**config.mk**
```make
export PLATFORM = sky130hd
export DESIGN_NAME = issue_scoreboard
export DESIGN_NICKNAME = d
export VERILOG_FILES = /design/src/rtl/issue_scoreboard.sv
export SDC_FILE = /design/constraint.sdc
export NUM_CORES = 1
export LEC_CHECK = 0
export CORE_UTILIZATION = 54
export DETAILED_ROUTE_END_ITERATION = 10
export PLACE_DENSITY = 0.78
export SLEW_MARGIN = 20
export SYNTH_ARGS = -nofsm -noshare
export SYNTH_HDL_FRONTEND = slang
export SYNTH_SLANG_ARGS = --single-unit
```
**constraint.sdc**
```tcl
create_clock -name clk -period 3.4 [get_ports clk]
set_clock_uncertainty 0.2 [all_clocks]
set_input_delay 0.34 -clock clk [delete_from_list [all_inputs] [get_ports clk]]
set_output_delay 0.34 -clock clk [all_outputs]
set_load 0.03 [all_outputs]
```
**src/rtl/issue_scoreboard.sv**
```systemverilog
// Register-dependence interlock between decode and execute: busy-bit scoreboard
// for GPRs, FPRs and EFLAGS. Define SCOREBOARD_FWD_EN to let a same-cycle writeback clear hazards.
module issue_scoreboard #(
  parameter int REG_ADDR_W   = 5,
  parameter int MAX_INFLIGHT = 4
) (
  input  logic                              clk,
  input  logic                              rstn,
  input  logic                              flush,
  input  logic                              issue_valid,
  output logic                              issue_ready,
  input  logic                              from_gd,
  input  logic                              from_fd,
  input  logic                              to_gd,
  input  logic                              to_fd,
  input  logic                              from_gs,
  input  logic                              from_fs,
  input  logic                              from_gt,
  input  logic                              from_ft,
  input  logic                              from_ef,
  input  logic                              to_ef,
  input  logic [REG_ADDR_W-1:0]             d,
  input  logic [REG_ADDR_W-1:0]             s,
  input  logic [REG_ADDR_W-1:0]             t,
  input  logic                              wb_valid,
  input  logic                              wb_gd,
  input  logic                              wb_fd,
  input  logic                              wb_ef,
  input  logic [REG_ADDR_W-1:0]             wb_d,
  output logic [$clog2(MAX_INFLIGHT+1)-1:0] inflight,
  output logic                              sb_err
);

  localparam int NREG  = 2 ** REG_ADDR_W;
  localparam int CNT_W = $clog2(MAX_INFLIGHT + 1);

  logic [NREG-1:0]  gbusy_q, gbusy_d, fbusy_q, fbusy_d;
  logic             efbusy_q, efbusy_d;
  logic [CNT_W-1:0] inflight_q, inflight_d;
  logic             sb_err_q, sb_err_d;

  logic [NREG-1:0]  gclr, fclr, gset, fset, gvis, fvis;
  logic             efclr, efvis;
  logic             writer, hazard, full, accept, wb_err;

  // Clear and set masks; the set mask is applied last so a same-cycle set wins.
  // NOTE: combinational blocks use blocking '=' and give every target a default
  // first, so no path through the block can leave a latch behind.
  always_comb begin
    gclr = '0;
    fclr = '0;
    gset = '0;
    fset = '0;
    if (wb_valid && wb_gd) gclr[wb_d] = 1'b1;
    if (wb_valid && wb_fd) fclr[wb_d] = 1'b1;
    if (accept && to_gd)   gset[d]    = 1'b1;
    if (accept && to_fd)   fset[d]    = 1'b1;
  end
  assign efclr = wb_valid & wb_ef;

`ifdef SCOREBOARD_FWD_EN
  assign gvis  = gbusy_q & ~gclr;
  assign fvis  = fbusy_q & ~fclr;
  assign efvis = efbusy_q & ~efclr;
`else
  assign gvis  = gbusy_q;
  assign fvis  = fbusy_q;
  assign efvis = efbusy_q;
`endif

  assign writer = to_gd | to_fd | to_ef;

  assign hazard = (from_gd & gvis[d]) | (from_gs & gvis[s]) | (from_gt & gvis[t])
                | (from_fd & fvis[d]) | (from_fs & fvis[s]) | (from_ft & fvis[t])
                | (from_ef & efvis)
                | (to_gd & gvis[d]) | (to_fd & fvis[d]) | (to_ef & efvis);

  // A retirement in the same cycle frees a slot for a new writer.
  assign full        = (inflight_q == CNT_W'(MAX_INFLIGHT));
  assign issue_ready = ~flush & ~hazard & ~(writer & full & ~wb_valid);
  assign accept      = issue_valid & issue_ready;

  assign wb_err = wb_valid & ((inflight_q == '0)
                            | (wb_gd & ~gbusy_q[wb_d])
                            | (wb_fd & ~fbusy_q[wb_d])
                            | (wb_ef & ~efbusy_q));

  always_comb begin
    gbusy_d    = (gbusy_q & ~gclr) | gset;
    fbusy_d    = (fbusy_q & ~fclr) | fset;
    efbusy_d   = (efbusy_q & ~efclr) | (accept & to_ef);
    inflight_d = inflight_q + CNT_W'(accept & writer)
                            - CNT_W'(wb_valid & (inflight_q != '0));
    sb_err_d   = sb_err_q | wb_err;
    if (flush) begin
      gbusy_d    = '0;
      fbusy_d    = '0;
      efbusy_d   = 1'b0;
      inflight_d = '0;
      sb_err_d   = sb_err_q;
    end
  end

  // NOTE: the busy arrays are flop vectors, not RAM, and must be reset: an
  // unknown busy bit would stall or let through instructions arbitrarily.
  always_ff @(posedge clk or negedge rstn) begin
    if (!rstn) begin
      gbusy_q    <= '0;
      fbusy_q    <= '0;
      efbusy_q   <= 1'b0;
      inflight_q <= '0;
      sb_err_q   <= 1'b0;
    end else begin
      gbusy_q    <= gbusy_d;
      fbusy_q    <= fbusy_d;
      efbusy_q   <= efbusy_d;
      inflight_q <= inflight_d;
      sb_err_q   <= sb_err_d;
    end
  end

  assign inflight = inflight_q;
  assign sb_err   = sb_err_q;

endmodule

```
Word level (Yosys, flattened, before mapping):

Index checks and enable logic that the tools add are counted.

* register bits: 69
* bits of input ports: 38
* output and inout bits: 5
* word-level logic and storage cells: 104

* add/sub/neg operators: 2
* order comparisons: 6
* eq/ne operators: 1
* muxes and demuxes: 28
* bitwise logic cells: 54
* reduce and logical (&&, ||, !) cells: 8

Operator list (number)
* 32-bit 2-to-1 mux: 6
* 32-bit AND: 2
* 32-bit NOT: 2
* 32-bit bitwise OR: 2
* 1-bit binary-select mux with 5-bit select: 8
* 1-bit AND: 24
* 5-bit by 6-bit less-than comparator with 1-bit output, second input constant: 4
* 1-bit bitwise OR: 16
* 1-bit 2-to-1 mux: 11
* 1-bit demux with 5-bit select: 2
* 5-bit by 1-bit greater-or-equal comparator with 1-bit output, second input constant: 2
* 1-bit NOT: 8
* 1-bit logical AND: 6
* 3-bit by 1-bit adder with 3-bit output: 1
* 3-bit == test, second input constant: 1
* 3-bit zero test: 1
* 3-bit 2-to-1 mux: 1
* 3-bit nonzero test: 1
* 3-bit by 1-bit subtractor with 3-bit output: 1

Longest topological paths before layout:

* word-level depth: 20
* mapped depth: 20
* depth with buffers taken out: 15

Least setup slack after synthesis:

No wires, ideal clock.

* path type: input to register
* start: in s[1]
* end: reg inflight_q[2], in the netlist inflight[2]
* library setup time: 0.119 ns
* arrival: 3.650 ns
* required time: 3.081 ns
* setup slack: -0.569 ns
* cell stages on the path: 17
* buffers on the path: 3
* cell sequence: clkbuf_1 > buf_2 > mux4_2 > mux4_2 > nand3_1 > o311a_1 > nand3_1 > buf_6 > inv_1 > o311ai_0 > ha_1 > inv_1 > ha_1 > inv_1 > fa_1 > xnor2_1 > nor2_1

* cells in the longest elaborated chain, start to end: 20
* elaborated cells on any way between the ends: 23
* those cells by class: 2 x add/sub; 5 x mux; 16 x bitwise

Ends and longest elaborated chain
* from (decl): RTL line 23 `input logic [REG_ADDR_W-1:0] s,`
* 1-bit binary-select mux with 5-bit select: RTL line 73 `assign hazard = (from_gd & gvis[d]) | (from_gs & gvis[s]) | (from_gt & gvis[t])`
* 1-bit 2-to-1 mux (not written as such): RTL line 73
* 1-bit AND: RTL line 73
* 1-bit bitwise OR (2 in a row): RTL line 73
* 1-bit bitwise OR: RTL line 74 `| (from_fd & fvis[d]) | (from_fs & fvis[s]) | (from_ft & fvis[t])`
* 1-bit bitwise OR * (2 in a row): RTL line 74
* 1-bit bitwise OR *: RTL line 75 `| (from_ef & efvis)`
* 1-bit bitwise OR * (3 in a row): RTL line 76 `| (to_gd & gvis[d]) | (to_fd & fvis[d]) | (to_ef & efvis);`
* 1-bit NOT *: RTL line 80 `assign issue_ready = ~flush & ~hazard & ~(writer & full & ~wb_valid);`
* 1-bit AND * (2 in a row): RTL line 80
* named net issue_ready: RTL line 11 `output logic issue_ready,`
* 1-bit AND *: RTL line 81 `assign accept = issue_valid & issue_ready;`
* 1-bit AND *: RTL line 92 `inflight_d = inflight_q + CNT_W'(accept & writer)`
* 3-bit by 1-bit adder with 3-bit output *: RTL line 92
* 3-bit by 1-bit subtractor with 3-bit output *: RTL line 93 `- CNT_W'(wb_valid & (inflight_q != '0));`
* 3-bit 2-to-1 mux *: RTL line 95 `if (flush) begin`
* named net inflight_d[2]: RTL line 39 `logic [CNT_W-1:0] inflight_q, inflight_d;`
* to (signal assigned): RTL line 117 `inflight_q <= inflight_d;`
* to (decl): RTL line 39

The timed path passes the listed nets; every way through them passes the cells marked *. The select of a mux whose other input is x is not followed.
A chain may end at the register's enable or synchronous reset.

Worst setup path after layout:

* start: reg gbusy_q[30]
* end: reg inflight_q[1], in the netlist inflight[1]

* cells in the longest elaborated chain, start to end: 20
* elaborated cells on any way between the ends: 27
* those cells by class: 2 x add/sub; 7 x mux; 18 x bitwise

Ends and longest elaborated chain
* from (decl): RTL line 37 `logic [NREG-1:0] gbusy_q, gbusy_d, fbusy_q, fbusy_d;`
* from (signal assigned): RTL line 114 `gbusy_q <= gbusy_d;`
* 1-bit binary-select mux with 5-bit select (on tied branches): RTL line 73, 76
* 1-bit 2-to-1 mux (on tied branches): RTL line 73, 76
* 1-bit AND: RTL line 73
* 1-bit bitwise OR (2 in a row): RTL line 73
* 1-bit bitwise OR (3 in a row): RTL line 74
* 1-bit bitwise OR: RTL line 75
* 1-bit bitwise OR * (3 in a row): RTL line 76
* 1-bit NOT *: RTL line 80
* 1-bit AND * (2 in a row): RTL line 80
* 1-bit AND *: RTL line 81
* 1-bit AND *: RTL line 92
* 3-bit by 1-bit adder with 3-bit output *: RTL line 92
* 3-bit by 1-bit subtractor with 3-bit output *: RTL line 93
* 3-bit 2-to-1 mux *: RTL line 95
* named net inflight_d[1]: RTL line 39

Marks and branches as above.

==> results.cfg <==
[synthesis]
synth_edf_count = 0
syn_nets = 540
netlist_instances = 499
synth.distinct_cells = 52
syn_area_per_cell_um2 = 11.1
synthArstFlopShare_pct = 100
synth-seq-cells = 69
dominantRegCellSynth = dfrtp_1
seq_area_frac_synth_pct = 31.2
yosys-top-cells-area = dfrtp_1, mux4_2, o211ai_1, o31ai_1, mux2i_1
synth_area_um2 = 5540
ys.warnings.count = 0
yosysMostFrequentCell = dfrtp_1
yosys-top-cells-count = dfrtp_1, o211ai_1, o31ai_1
synth_top_area_share_pct = 31.2
yosysTopAreaCell = dfrtp_1

[placement]
dp_hpwl_um = 15500
portBuffers = 42
gp_congestion = 0.998
place_inst = 742
placed_area_um2 = 6830

[pwr]
clkPwrFrac_pct = 33.5
power.leakage_uw = 0.00292
max-vdd-ir-drop_mv = 0.231
swShare_pct = 32.8
p_comb_share_pct = 27.6
power.density_nw_per_um2 = 307
seqPwrFrac_pct = 38.9
fin_total_pwr_uw = 2210
p_int_uw = 1490
switchingPower_uw = 725

[finish]
area.sequential_um2 = 1730
drive_above_1_share_pct = 35.4
fillCellCount = 695
syn2layout_area_growth_pct = 29.8
multi_input_area_um2 = 3590
final_cells = 766
diodes = 0
postLayoutCellArea_um2 = 7200
fin_nets = 669

[sta]
worstMarginPinSlew_ps = 921
worst_hold_slack_ps = -34.0
layout_min_cycle_time_ps = 3490
fmaxAchievable_mhz = 287
rsz0062_at_grt = true
finalHoldViolCount = 25
setup_viol = 2
slew_viol_final = 0
setup_ws_ps = -85.4
tns_ps = -171
relSlewSlack_pct = 38.6
min_period_over_period_pct = 103

[clock_network]
numCtsBuffers = 9
holdBufCountCts = 0
cts_sinks = 69
path_clk_slew_ps = 90
root_buffer = clkbuf_8
cts_tree = built
max-clock-path-buffers = 2
htreeDepth = 3
clk_latency_ps = 380

[floorplan]
die_w_um = 103
die_area_um2 = 10700
core_um2 = 9860
io_pins = 43
start_util_pct = 56.2
row_count = 36
die_h_um = 103

[routing]
num_vias = 5650
dr.pass1.iters = 8
wl_um = 21500
drt_iter0_markers = 730
drtAntennaViolNets = 0
drc = 0
routedWlPerCell_um = 28.1
vias_per_cell = 7.38

[global_route]
grt_usage_pct = 42.8
grt_pass1_wl_um = 32000
gr-total-overflow = 0
grt_max_degree = 70
antenna_found_initial = 1
first_global_vias = 5440

[status]
violations = negative hold slack, negative setup slack
outcome = complete, but fails checks

[setup_path]
cp_slowest_cell = fa_2
rrSetupSlack_ps = -90
start_kind = flop
crit_end = inflight[1]$_DFF_PN0_
arrival_ps = 3560
path_cells = mux4_2, mux4_2, nand3_2, nand3_2, a211oi_2, nand3_2, clkinvlp_4, o311ai_2, ha_1, inv_1, ha_1, inv_1, fa_2, nor2_1
critPathMostFrequentCell = nand3_2
cpPeakStageDelay_ps = 510
r2r_end = inflight[1]$_DFF_PN0_
r2r-start = gbusy_q[30]$_DFF_PN0_
cp.required_ps = 3470
worst_setup_path_end_kind = flop
crit_start = gbusy_q[30]$_DFF_PN0_
crit_fanout = 4
r2r_cells = 14
critPathKind = reg -> reg

[job]
maxCapViolCount = 0

[hold_path]
hold_class = in -> async
-- layout make-up --
type                    count  share of cell area (%)
repair buffers            167                    20.4
clock buffers              11                    2.10
flip-flops and latches     69                    24.0
clock inverters             5                   0.800
inverters                   8                   0.469
well taps                 133                    2.31
multi-input cells         373                    49.9
-- cell usage in the layout, fill, tap and decap left out, drive strengths merged, types with 2 or more instances in the layout --
master,n
buf,127
dfrtp,69
o211ai,65
o31ai,64
mux4,55
clkdlybuf4s50,33
mux2i,23
nand3,21
nand2,19
nor2b,16
nor2,13
clkbuf,11
nand2b,9
nand4,8
inv,8
a22oi,7
a21oi,6
mux2,6
or3,5
dlygate4sd2,5
o22ai,4
nand3b,4
a22o,4
or2,3
and3,3
o21ai,3
and3b,3
clkinv,3
nor4b,2
o221ai,2
a211o,2
a31oi,2
a32o,2
ha,2
o311ai,2
-- through the flow --
stage,util [%],setup WS (ps)
floorplan,-,-224
global placement,69.3,-616
detailed placement,69.3,-703
CTS,72.4,-64.8
global route,72.9,-236
finish,72.9,-85.4
-- power groups by stage --
stage | combinational, uW | clock [uW] | sequential [uW]
final | 611 | 740 | 860
after global routing | 651 | 757 | 861
after CTS | 600 | 736 | 859
after detailed placement | 568 | 0 | 876
after global placement | 549 | 0 | 875
after floorplan | 302 | 0 | 911
-- routing by layer --
| layer | global-route usage [%] | wire (um) | vias up |
|---|---|---|---|
| met1 | 56.8 | 7920 | 2732 |
| met5 | 0 | 0 | - |
| met2 | 63.2 | 9560 | 506 |
| li1 | - | - | 2342 |
| met3 | 17.1 | 3240 | 70 |
| met4 | 16.9 | 790 | 0 |
-- timing repair --
action,CTS,global route
pin swaps,4,1
resized for setup,13,6
setup buffers,5,2
setup endpoints to repair,2,3
cloned,1,0
-- sequential cells by signal (all words and copies together) (netlist names) --
name      cells
efbusy_q      1
gbusy_q      32
inflight      3
sb_err        1
fbusy_q      32
-- critical path, delay by kind of cell (launching register included) --
kind,cells,cell delay [ps]
adders and majority gates,3,920
muxes,2,970
and+or+nand+nor,4,350
DFF,1,440
buffers and inverters,3,200
AOI/OAI and AO/OA,2,310
-- worst min path at each step --
stage | end | slack (ps) | from
detailed placement | sb_err$_DFFE_PN0N_ | 260 | sb_err$_DFFE_PN0N_
CTS | fbusy_q[21]$_DFF_PN0_ | 20 | rstn
global route | fbusy_q[21]$_DFF_PN0_ | 60 | rstn
global placement | sb_err$_DFFE_PN0N_ | 250 | sb_err$_DFFE_PN0N_
floorplan | efbusy_q$_DFF_PN0_ | -160 | rstn
finish | fbusy_q[23]$_DFF_PN0_ | -30 | rstn
-- logic make-up (layout without fill, tap and decap cells) --
kind of cell	Yosys count	in the layout	synth area share, %
adder cells (fa/ha/maj)	3	3	0.813
flip-flops	69	69	31.2
AND/OR/NAND/NOR	110	110	10.9
AO/OA/AOI/OAI	174	174	23.7
XOR/XNOR	2	2	0.316
multiplexers	84	84	27.7
buffers and inverters	57	191	5.40
Power figures use the tool's default switching activity.
